==> src/rtl/spi_tgt_pkg.sv <==
`default_nettype none
// ============================================================================
//  Module      : spi_tgt_pkg
//  Description : Shared types and constants for the SPI target receiver.
//  Revision    : 1.0 - initial release
// ============================================================================
package spi_tgt_pkg;

    // Frame-level FSM states
    typedef enum logic [1:0] {
        ST_IDLE  = 2'd0,
        ST_LOAD  = 2'd1,
        ST_SHIFT = 2'd2
    } tgt_state_e;

    localparam int         FRAME_BITS    = 8;
    localparam logic [7:0] UNDERRUN_BYTE = 8'hFF;

endpackage
`default_nettype wire

==> src/rtl/spi_tgt_rx_if.sv <==
`default_nettype none
// ============================================================================
//  Module      : spi_tgt_rx_if
//  Description : SPI pin bus plus RX/TX byte streams and interrupts of the
//                SPI target. slave = target side, master = host/system side.
//  Revision    : 1.0 - initial release
// ============================================================================
interface spi_tgt_rx_if #(
    parameter int SS_NB = 8
);
    logic [SS_NB-1:0] spi_ss_i;
    logic             spi_sclk_i;
    logic             spi_sd_i;
    logic             spi_sd_o;
    logic             spi_sd_oe_o;
    logic [7:0]       rx_data_o;
    logic             rx_valid_o;
    logic             rx_ready_i;
    logic [7:0]       tx_data_i;
    logic             tx_valid_i;
    logic             tx_ready_o;
    logic             intr_rx_o;
    logic             intr_err_o;

    modport slave (
        input  spi_ss_i, spi_sclk_i, spi_sd_i, rx_ready_i, tx_data_i, tx_valid_i,
        output spi_sd_o, spi_sd_oe_o, rx_data_o, rx_valid_o, tx_ready_o,
               intr_rx_o, intr_err_o
    );

    modport master (
        output spi_ss_i, spi_sclk_i, spi_sd_i, rx_ready_i, tx_data_i, tx_valid_i,
        input  spi_sd_o, spi_sd_oe_o, rx_data_o, rx_valid_o, tx_ready_o,
               intr_rx_o, intr_err_o
    );
endinterface
`default_nettype wire

==> src/rtl/spi_tgt_fifo.sv <==
`default_nettype none
// ============================================================================
//  Module      : spi_tgt_fifo
//  Description : Synchronous byte FIFO. Push while full succeeds only when a
//                pop happens in the same cycle; pop while empty is ignored.
//  Revision    : 1.0 - initial release
// ============================================================================
module spi_tgt_fifo #(
    parameter int DEPTH = 4
) (
    input  wire logic                     clk_i,
    input  wire logic                     rst_ni,
    input  wire logic                     i_push,
    input  wire logic [7:0]               i_data,
    input  wire logic                     i_pop,
    output logic      [7:0]               o_data,
    output logic                          o_full,
    output logic                          o_empty,
    output logic      [$clog2(DEPTH):0]   o_count
);
    localparam int c_aw = $clog2(DEPTH);

    logic [7:0]      r_mem [DEPTH];
    logic [c_aw-1:0] r_wr_ptr;
    logic [c_aw-1:0] r_rd_ptr;
    logic [c_aw:0]   r_count;
    logic            w_pop_ok;
    logic            w_push_ok;

    assign o_full    = (r_count == (c_aw+1)'(DEPTH));
    assign o_empty   = (r_count == '0);
    assign o_count   = r_count;
    assign o_data    = r_mem[r_rd_ptr];
    assign w_pop_ok  = i_pop & ~o_empty;
    assign w_push_ok = i_push & (~o_full | w_pop_ok);

    // Storage write; no reset needed, validity is tracked by the count
    always_ff @(posedge clk_i) begin
        if (w_push_ok) begin
            r_mem[r_wr_ptr] <= i_data;
        end
    end

    // Pointers wrap naturally because DEPTH is a power of two
    always_ff @(posedge clk_i) begin
        if (!rst_ni) begin
            r_wr_ptr <= '0;
            r_rd_ptr <= '0;
            r_count  <= '0;
        end else begin
            if (w_push_ok) r_wr_ptr <= r_wr_ptr + 1'b1;
            if (w_pop_ok)  r_rd_ptr <= r_rd_ptr + 1'b1;
            case ({w_push_ok, w_pop_ok})
                2'b10:   r_count <= r_count + 1'b1;
                2'b01:   r_count <= r_count - 1'b1;
                default: r_count <= r_count;
            endcase
        end
    end
endmodule
`default_nettype wire

==> src/rtl/spi_tgt_rx.sv <==
`default_nettype none
// ============================================================================
//  Module      : spi_tgt_rx
//  Description : SPI target endpoint (CPOL=0, CPHA=0, 8-bit frames). Pins are
//                oversampled in the clk_i domain; received bytes go to an RX
//                FIFO, response bytes are shifted out on MISO.
//                Macro SPI_TGT_LSB_FIRST_EN selects LSB-first frames.
//  Revision    : 1.0 - initial release
// ============================================================================
module spi_tgt_rx
    import spi_tgt_pkg::*;
#(
    parameter int FIFO_DEPTH = 4,
    parameter int SS_IDX     = 0,
    parameter int SS_NB      = 8
) (
    input  wire logic     clk_i,
    input  wire logic     rst_ni,
    spi_tgt_rx_if.slave   bus
);
    localparam int                  c_cnt_w    = $clog2(FRAME_BITS);
    localparam logic [c_cnt_w-1:0]  c_last_bit = c_cnt_w'(FRAME_BITS - 1);

    logic [SS_NB-1:0]          w_ss_bus;
    logic                      w_unused_ss;
    logic [1:0]                r_ss_sync, r_sclk_sync, r_sd_sync;
    logic                      r_sclk_d;
    logic                      w_ss_act, w_rise, w_fall, w_sd;
    tgt_state_e                r_state, w_state_nxt;
    logic                      w_load, w_rx_bit, w_tx_bit, w_frame_done;
    logic [c_cnt_w-1:0]        r_bit_cnt;
    logic [7:0]                r_rx_shift, r_tx_shift, r_tx_hold;
    logic                      r_tx_full, r_sd_o, r_oe, r_fresh, r_err;
    logic [7:0]                w_rx_next, w_tx_shifted, w_load_byte, w_fifo_data;
    logic                      w_load_bit, w_head_bit, w_shift_bit;
    logic                      w_tx_take, w_underrun, w_overrun, w_pop, w_push;
    logic                      w_fifo_full, w_fifo_empty;
    logic [$clog2(FIFO_DEPTH):0] w_fifo_cnt_unused;

    assign w_ss_bus    = bus.spi_ss_i;
    assign w_unused_ss = ^w_ss_bus;

    // Two-flop synchronisers; an extra sclk flop gives edge detection
    always_ff @(posedge clk_i) begin
        if (!rst_ni) begin
            r_ss_sync   <= 2'b11;
            r_sclk_sync <= 2'b00;
            r_sd_sync   <= 2'b00;
            r_sclk_d    <= 1'b0;
        end else begin
            r_ss_sync   <= {r_ss_sync[0], w_ss_bus[SS_IDX]};
            r_sclk_sync <= {r_sclk_sync[0], bus.spi_sclk_i};
            r_sd_sync   <= {r_sd_sync[0], bus.spi_sd_i};
            r_sclk_d    <= r_sclk_sync[1];
        end
    end

    assign w_ss_act = ~r_ss_sync[1];
    assign w_rise   = r_sclk_sync[1] & ~r_sclk_d;
    assign w_fall   = ~r_sclk_sync[1] & r_sclk_d;
    assign w_sd     = r_sd_sync[1];

    // FSM state register
    always_ff @(posedge clk_i) begin
        if (!rst_ni) r_state <= ST_IDLE;
        else         r_state <= w_state_nxt;
    end

    // FSM next state and per-cycle datapath strobes; ss release always wins
    always_comb begin
        w_state_nxt  = r_state;
        w_load       = 1'b0;
        w_rx_bit     = 1'b0;
        w_tx_bit     = 1'b0;
        w_frame_done = 1'b0;
        case (r_state)
            ST_IDLE: if (w_ss_act) w_state_nxt = ST_LOAD;
            ST_LOAD: begin
                if (!w_ss_act) begin
                    w_state_nxt = ST_IDLE;
                end else begin
                    w_load      = 1'b1;
                    w_state_nxt = ST_SHIFT;
                end
            end
            ST_SHIFT: begin
                if (!w_ss_act) begin
                    w_state_nxt = ST_IDLE;
                end else begin
                    w_rx_bit     = w_rise;
                    w_tx_bit     = w_fall;
                    w_frame_done = w_rise && (r_bit_cnt == c_last_bit);
                end
            end
            default: w_state_nxt = ST_IDLE;
        endcase
    end

`ifdef SPI_TGT_LSB_FIRST_EN
    assign w_rx_next    = {w_sd, r_rx_shift[7:1]};
    assign w_tx_shifted = {1'b0, r_tx_shift[7:1]};
    assign w_load_bit   = w_load_byte[0];
    assign w_head_bit   = r_tx_shift[0];
    assign w_shift_bit  = r_tx_shift[1];
`else
    assign w_rx_next    = {r_rx_shift[6:0], w_sd};
    assign w_tx_shifted = {r_tx_shift[6:0], 1'b0};
    assign w_load_bit   = w_load_byte[7];
    assign w_head_bit   = r_tx_shift[7];
    assign w_shift_bit  = r_tx_shift[6];
`endif

    assign w_tx_take   = w_load | w_frame_done;
    assign w_load_byte = r_tx_full ? r_tx_hold : UNDERRUN_BYTE;
    assign w_underrun  = w_tx_take & ~r_tx_full;
    assign w_pop       = ~w_fifo_empty & bus.rx_ready_i;
    assign w_overrun   = w_frame_done & w_fifo_full & ~w_pop;
    assign w_push      = w_frame_done & ~w_overrun;

    // TX holding register: captured when empty, emptied when the shifter loads
    always_ff @(posedge clk_i) begin
        if (!rst_ni) begin
            r_tx_hold <= '0;
            r_tx_full <= 1'b0;
        end else begin
            if (w_tx_take && r_tx_full) r_tx_full <= 1'b0;
            if (bus.tx_valid_i && !r_tx_full) begin
                r_tx_hold <= bus.tx_data_i;
                r_tx_full <= 1'b1;
            end
        end
    end

    // Shift registers and MISO; a byte loaded at frame end is only driven at
    // the following SCLK falling edge (r_fresh), not shifted on it
    always_ff @(posedge clk_i) begin
        if (!rst_ni) begin
            r_bit_cnt  <= '0;
            r_rx_shift <= '0;
            r_tx_shift <= '0;
            r_sd_o     <= 1'b1;
            r_oe       <= 1'b0;
            r_fresh    <= 1'b0;
        end else if (!w_ss_act) begin
            r_bit_cnt <= '0;
            r_sd_o    <= 1'b1;
            r_oe      <= 1'b0;
            r_fresh   <= 1'b0;
        end else begin
            if (w_load) begin
                r_tx_shift <= w_load_byte;
                r_sd_o     <= w_load_bit;
                r_oe       <= 1'b1;
                r_fresh    <= 1'b0;
                r_bit_cnt  <= '0;
            end
            if (w_rx_bit) begin
                r_rx_shift <= w_rx_next;
                r_bit_cnt  <= w_frame_done ? '0 : r_bit_cnt + 1'b1;
            end
            if (w_frame_done) begin
                r_tx_shift <= w_load_byte;
                r_fresh    <= 1'b1;
            end
            if (w_tx_bit) begin
                if (r_fresh) begin
                    r_sd_o  <= w_head_bit;
                    r_fresh <= 1'b0;
                end else begin
                    r_tx_shift <= w_tx_shifted;
                    r_sd_o     <= w_shift_bit;
                end
            end
        end
    end

    // Single error pulse covers coincident overrun and underrun
    always_ff @(posedge clk_i) begin
        if (!rst_ni) r_err <= 1'b0;
        else         r_err <= w_underrun | w_overrun;
    end

    spi_tgt_fifo #(.DEPTH(FIFO_DEPTH)) u_fifo (
        .clk_i   (clk_i),
        .rst_ni  (rst_ni),
        .i_push  (w_push),
        .i_data  (w_rx_next),
        .i_pop   (w_pop),
        .o_data  (w_fifo_data),
        .o_full  (w_fifo_full),
        .o_empty (w_fifo_empty),
        .o_count (w_fifo_cnt_unused)
    );

    // MISO is released as soon as the synchronised ss deasserts
    assign bus.spi_sd_o    = r_sd_o | ~w_ss_act;
    assign bus.spi_sd_oe_o = r_oe & w_ss_act;
    assign bus.rx_data_o   = w_fifo_data;
    assign bus.rx_valid_o  = ~w_fifo_empty;
    assign bus.intr_rx_o   = ~w_fifo_empty;
    assign bus.tx_ready_o  = ~r_tx_full;
    assign bus.intr_err_o  = r_err;
endmodule
`default_nettype wire
==> src/flat_wrapper.sv <==
// flat-port wrapper written by rule: the top's interface ports become plain ports
module spi_tgt_rx_flat import spi_tgt_pkg::*;
#(
    parameter int FIFO_DEPTH = 4,
    parameter int SS_IDX     = 0,
    parameter int SS_NB      = 8
)
  (clk_i, rst_ni, bus_spi_ss_i, bus_spi_sclk_i, bus_spi_sd_i, bus_rx_ready_i, bus_tx_data_i, bus_tx_valid_i, bus_spi_sd_o, bus_spi_sd_oe_o, bus_rx_data_o, bus_rx_valid_o, bus_tx_ready_o, bus_intr_rx_o, bus_intr_err_o);
  spi_tgt_rx_if #(.SS_NB(SS_NB)) bus_i ();
  input  wire logic clk_i;
  input  wire logic rst_ni;
  input wire logic [$bits(bus_i.spi_ss_i)-1:0] bus_spi_ss_i;
  input wire logic [$bits(bus_i.spi_sclk_i)-1:0] bus_spi_sclk_i;
  input wire logic [$bits(bus_i.spi_sd_i)-1:0] bus_spi_sd_i;
  input wire logic [$bits(bus_i.rx_ready_i)-1:0] bus_rx_ready_i;
  input wire logic [$bits(bus_i.tx_data_i)-1:0] bus_tx_data_i;
  input wire logic [$bits(bus_i.tx_valid_i)-1:0] bus_tx_valid_i;
  output wire logic [$bits(bus_i.spi_sd_o)-1:0] bus_spi_sd_o;
  output wire logic [$bits(bus_i.spi_sd_oe_o)-1:0] bus_spi_sd_oe_o;
  output wire logic [$bits(bus_i.rx_data_o)-1:0] bus_rx_data_o;
  output wire logic [$bits(bus_i.rx_valid_o)-1:0] bus_rx_valid_o;
  output wire logic [$bits(bus_i.tx_ready_o)-1:0] bus_tx_ready_o;
  output wire logic [$bits(bus_i.intr_rx_o)-1:0] bus_intr_rx_o;
  output wire logic [$bits(bus_i.intr_err_o)-1:0] bus_intr_err_o;
  assign bus_i.spi_ss_i = bus_spi_ss_i;
  assign bus_i.spi_sclk_i = bus_spi_sclk_i;
  assign bus_i.spi_sd_i = bus_spi_sd_i;
  assign bus_i.rx_ready_i = bus_rx_ready_i;
  assign bus_i.tx_data_i = bus_tx_data_i;
  assign bus_i.tx_valid_i = bus_tx_valid_i;
  assign bus_spi_sd_o = bus_i.spi_sd_o;
  assign bus_spi_sd_oe_o = bus_i.spi_sd_oe_o;
  assign bus_rx_data_o = bus_i.rx_data_o;
  assign bus_rx_valid_o = bus_i.rx_valid_o;
  assign bus_tx_ready_o = bus_i.tx_ready_o;
  assign bus_intr_rx_o = bus_i.intr_rx_o;
  assign bus_intr_err_o = bus_i.intr_err_o;
  spi_tgt_rx #(.FIFO_DEPTH(FIFO_DEPTH), .SS_IDX(SS_IDX), .SS_NB(SS_NB)) u_core (.clk_i(clk_i), .rst_ni(rst_ni), .bus(bus_i));
endmodule
==> config.mk <==
export PLATFORM = sky130hd
export DESIGN_NAME = spi_tgt_rx_flat
export DESIGN_NICKNAME = d
export VERILOG_FILES = /design/src/rtl/spi_tgt_pkg.sv /design/src/rtl/spi_tgt_rx_if.sv /design/src/rtl/spi_tgt_fifo.sv /design/src/rtl/spi_tgt_rx.sv /design/src/flat_wrapper.sv
export SDC_FILE = /design/constraint.sdc
export NUM_CORES = 1
export LEC_CHECK = 0
export BUFFER_PORTS_ARGS = -buffer_cell sky130_fd_sc_hd__buf_2
export CAP_MARGIN = 0
export CORE_ASPECT_RATIO = 1.25
export CORE_UTILIZATION = 52
export DETAILED_ROUTE_END_ITERATION = 10
export GPL_ROUTABILITY_DRIVEN = 0
export PLACE_DENSITY = 0.75
export SETUP_SLACK_MARGIN = 0.02
export SYNTH_ARGS = -nofsm -noshare
export SYNTH_HDL_FRONTEND = slang
export SYNTH_SLANG_ARGS = --single-unit
export TNS_END_PERCENT = 10
==> constraint.sdc <==
create_clock -name clk_i -period 2.7 [get_ports clk_i]
set_input_delay 0.54 -clock clk_i [delete_from_list [all_inputs] [get_ports clk_i]]
set_output_delay 0.54 -clock clk_i [all_outputs]
set_load 0.03 [all_outputs]
==> qor.csv <==
stage;metric;value;unit
run_status;outcome;finished clean;
setup_path;start_kind;flip-flop;
routing;drt_pass1_iterations;4;
yosys;synth_top_area_share;29.4;%
layout;seq_area;1940;µm²
sta;rsz0062_at_grt;no;
clocking;cts.clk_slew.worst_paths;0.08;ns
clocking;numCtsBuffers;9;
setup_path;cp.required;2.99;ns
setup_path;r2r-end;u_core.u_fifo.o_count[2]$_SDFFE_PN0P_;
sta;tns;0;ns
yosys;synth_seq_cells;81;
setup_path;reg2reg_slack;0.26;ns
global_route;grt_overflow;0;
yosys;synth_top_area_cell;dfxtp_1;
floorplan;die_area;6740;µm²
yosys;synthesis.area;3340;µm²
yosys;ys_seq_area_share;58.2;%
yosys;syn_avg_cell_area;11.5;µm²
hold_path;hp-class;in -> reg;
setup_path;cp-end-kind;flip-flop;
clocking;clock_latency;0.36;ns
layout;n_fill_cell;549;
setup_path;worstSetupPathType;reg -> reg;
setup_path;cp.arrival;2.72;ns
global_route;antenna_found_initial;0;
power;p_switching;515;µW
routing;antenna_left;0;
power;p_leak;1.27;nW
setup_path;cp.depth;9;
floorplan;start_util;54.1;%
layout;antennaDiodeCount;0;
yosys;synth_edf_count;32;
clocking;root_buffer;clkbuf_8;
sta;hold_viol;0;
setup_path;r2r_start;u_core.u_fifo.o_count[1]$_SDFFE_PN0P_;
power;power.internal;1.74;mW
layout;layout-drive-gt1-share;19.3;%
clocking;ctsHoldBuffers;0;
setup_path;cp_num_buf_inv;2;
yosys;synth.distinct_cells;44;
floorplan;io-pin-count;36;
routing;wl_per_cell;13.7;µm
setup_path;slowest_delay;0.56;ns
clocking;post_cts.repair.setup_buffers;0;
placed_design;port_buffers;28;
global_route;grt_pass1_vias;2188;
routing;vias;2157;
layout;areaGrowthSynthToFinish;12.0;%
sta;relSlewSlack;60.7;%
layout;fin_util;60.6;%
global_route;grt_pass1_wl;9760;µm
setup_path;r2r_cells;9;
setup_path;cp_top_family;simple AND/OR/NAND/NOR gates;
floorplan;rows;32;
global_route;grt_max_degree;25;
clocking;tritoncts;done;
placed_design;dp_hpwl;3840;µm
power;max-vdd-ir-drop;0.350;mV
setup_path;worstSetupEndpoint;u_core.u_fifo.o_count[2]$_SDFFE_PN0P_;
clocking;tritoncts_num_sinks;81;
power;combPwrFrac;2.7;%
floorplan;die_h;91.6;µm
power;pwr-share-seq;56.9;%
routing;drt-initial-drc-count;74;
sta;fin_crit_sh;90.3;%
layout;final_common_cell;dfxtp_1;
setup_path;path_max_fanout;5;
yosys;ys_top_cells_by_area;dfxtp_1, edfxtp_1, mux4_2, nand2_1, a21boi_1;
floorplan;die_w;73.7;µm
sta;finalClockSkew;0.0163;ns
yosys;synth_nets;319;
setup_path;crit_start;u_core.u_fifo.o_count[1]$_SDFFE_PN0P_;
layout;fin_nets;346;
clocking;cts.path.max_buffers;2;
clocking;h-tree-depth;3;
routing;vias_per_cell;5.31;
yosys;synth_flop_cell;dfxtp_1;
routing;drc;0;
routing;drt-total-wl;5570;µm
power;power_frac_clock;40.4;%
clocking;cts_resized;0;
yosys;synth-async-reset-ratio;0;%
yosys;syn_inst;289;
sta;drv_slew;0;
setup_path;slowest_stage;or4b_1;
sta;layout_min_cycle_time;2.44;ns
sta;fmax;0.410;GHz
floorplan;core;6170;µm²
power;p_sw_share;22.8;%
layout;multiInputGateArea;1260;µm²
layout;layout_common_cells;dfxtp_1, nand2_1, edfxtp_1, buf_2;
sta;tightest_slew;0.588;ns
yosys;yosys_warnings;0;
sta;setup_viol;0;
global_route;grt_usage;19.4;%
power;p_per_area;605;nW/µm²
run;cap_violations;0;
setup_path;path_cells;or4b_1 -> and4_1 -> inv_2 -> ha_1 -> inv_1 -> fa_1 -> xor2_1 -> or3_1 -> a21boi_1;
==> power groups by stage <==
stage / combinational (mW) / sequential (mW) / clock, mW
5_1_grt: 0.0697 / 1.29 / 0.981
2_1_floorplan: 0.0410 / 1.31 / 0
4_1_cts: 0.0618 / 1.28 / 0.925
3_5_place_dp: 0.0616 / 1.31 / 0
3_3_place_gp: 0.0599 / 1.31 / 0
6_report: 0.0609 / 1.28 / 0.913
==> routing by layer <==
layer | GRT usage (%) | wire [µm] | vias to the layer above | share of wire, %
met2 | 34.4 | 2960 | 44 | 53
met3 | 6.22 | 166 | 12 | 3.0
met5 | 0 | 0 | - | 0
met1 | 20.1 | 2300 | 1028 | 41
met4 | 9.46 | 136 | 0 | 2.4
li1 | - | - | 1073 | -
==> logic make-up (layout without fill, tap and decap cells) <==
group / after synthesis / count (layout) / synth area share [%]
AOI/OAI and AO/OA: 56 / 56 / 11.6
xor gates and xnor gates: 6 / 6 / 1.57
adders and majority gates: 8 / 8 / 3.22
buffers and inverters: 31 / 63 / 4.12
DFF: 81 / 81 / 58.2
muxes: 9 / 9 / 5.70
and+or+nand+nor: 98 / 98 / 15.6
==> sequential cells by signal, indices dropped and copies added (netlist names), named ones only <==
register,count
u_core.r_oe,1
u_core.r_ss_sync,2
u_core.r_tx_hold,8
u_core.bus.intr_err_o,1
u_core.u_fifo.r_rd_ptr,2
u_core.r_sclk_sync,2
u_core.r_bit_cnt,3
u_core.r_state,2
u_core.r_sclk_d,1
u_core.r_tx_full,1
u_core.r_fresh,1
u_core.r_tx_shift,8
u_core.u_fifo.r_mem,32
u_core.u_fifo.o_count,3
u_core.u_fifo.r_wr_ptr,2
u_core.r_sd_sync,2
u_core.r_sd_o,1
u_core.r_rx_shift,7
==> cell type report <==
class                           count  area share, %
Multi-Input combinational cell    177           33.7
Inverter                           16           1.61
Timing Repair Buffer               31           4.35
Sequential cell                    81           52.0
Tap cell                           85           2.85
Clock buffer                        9           3.32
Clock inverter                      7           2.24
==> synth_stat cells (3+ instances only) <==
master     n
dfxtp_1   49
a21oi_1   11
o311ai_1   6
edfxtp_1  32
nor2b_1    5
a21boi_1  16
xnor2_1    4
mux4_2     8
and2_1    16
or3_1      3
nor3_1     4
nand2b_1   3
nand2_1   45
clkbuf_1   9
inv_1     14
o21ai_0    9
ha_1       7
o311ai_0   6
nor2_1     5
nand3_1    7
==> worst min-delay path by stage <==
stage                                     endpoint                           start  slack, ns  depth (start not counted)
CTS                 u_core.r_ss_sync[0]$_SDFF_PN1_                 bus_spi_ss_i[0]       0.35                          2
global placement    u_core.r_ss_sync[1]$_SDFF_PN1_  u_core.r_ss_sync[0]$_SDFF_PN1_       0.39                          1
global route        u_core.r_ss_sync[0]$_SDFF_PN1_                 bus_spi_ss_i[0]       0.37                          2
finish              u_core.r_ss_sync[0]$_SDFF_PN1_                 bus_spi_ss_i[0]       0.36                          2
floorplan           u_core.r_ss_sync[1]$_SDFF_PN1_  u_core.r_ss_sync[0]$_SDFF_PN1_       0.39                          1
detailed placement  u_core.r_ss_sync[1]$_SDFF_PN1_  u_core.r_ss_sync[0]$_SDFF_PN1_       0.40                          1
==> through the flow <==
step | power, mW | std cells | instance area [µm²] | hold slack (ns) | setup slack (ns)
3_3_place_gp | 1.37 | 390 | 3530 | 0.394 | 0.0520
5_1_grt | 2.34 | 406 | 3740 | 0.366 | 0.109
4_1_cts | 2.27 | 406 | 3740 | 0.350 | 0.254
6_report | 2.26 | 406 | 3740 | 0.362 | 0.263
2_1_floorplan | 1.35 | 289 | 3340 | 0.386 | 0.0812
3_5_place_dp | 1.37 | 390 | 3530 | 0.399 | 0.0202
(Power assumes the default switching activity.)
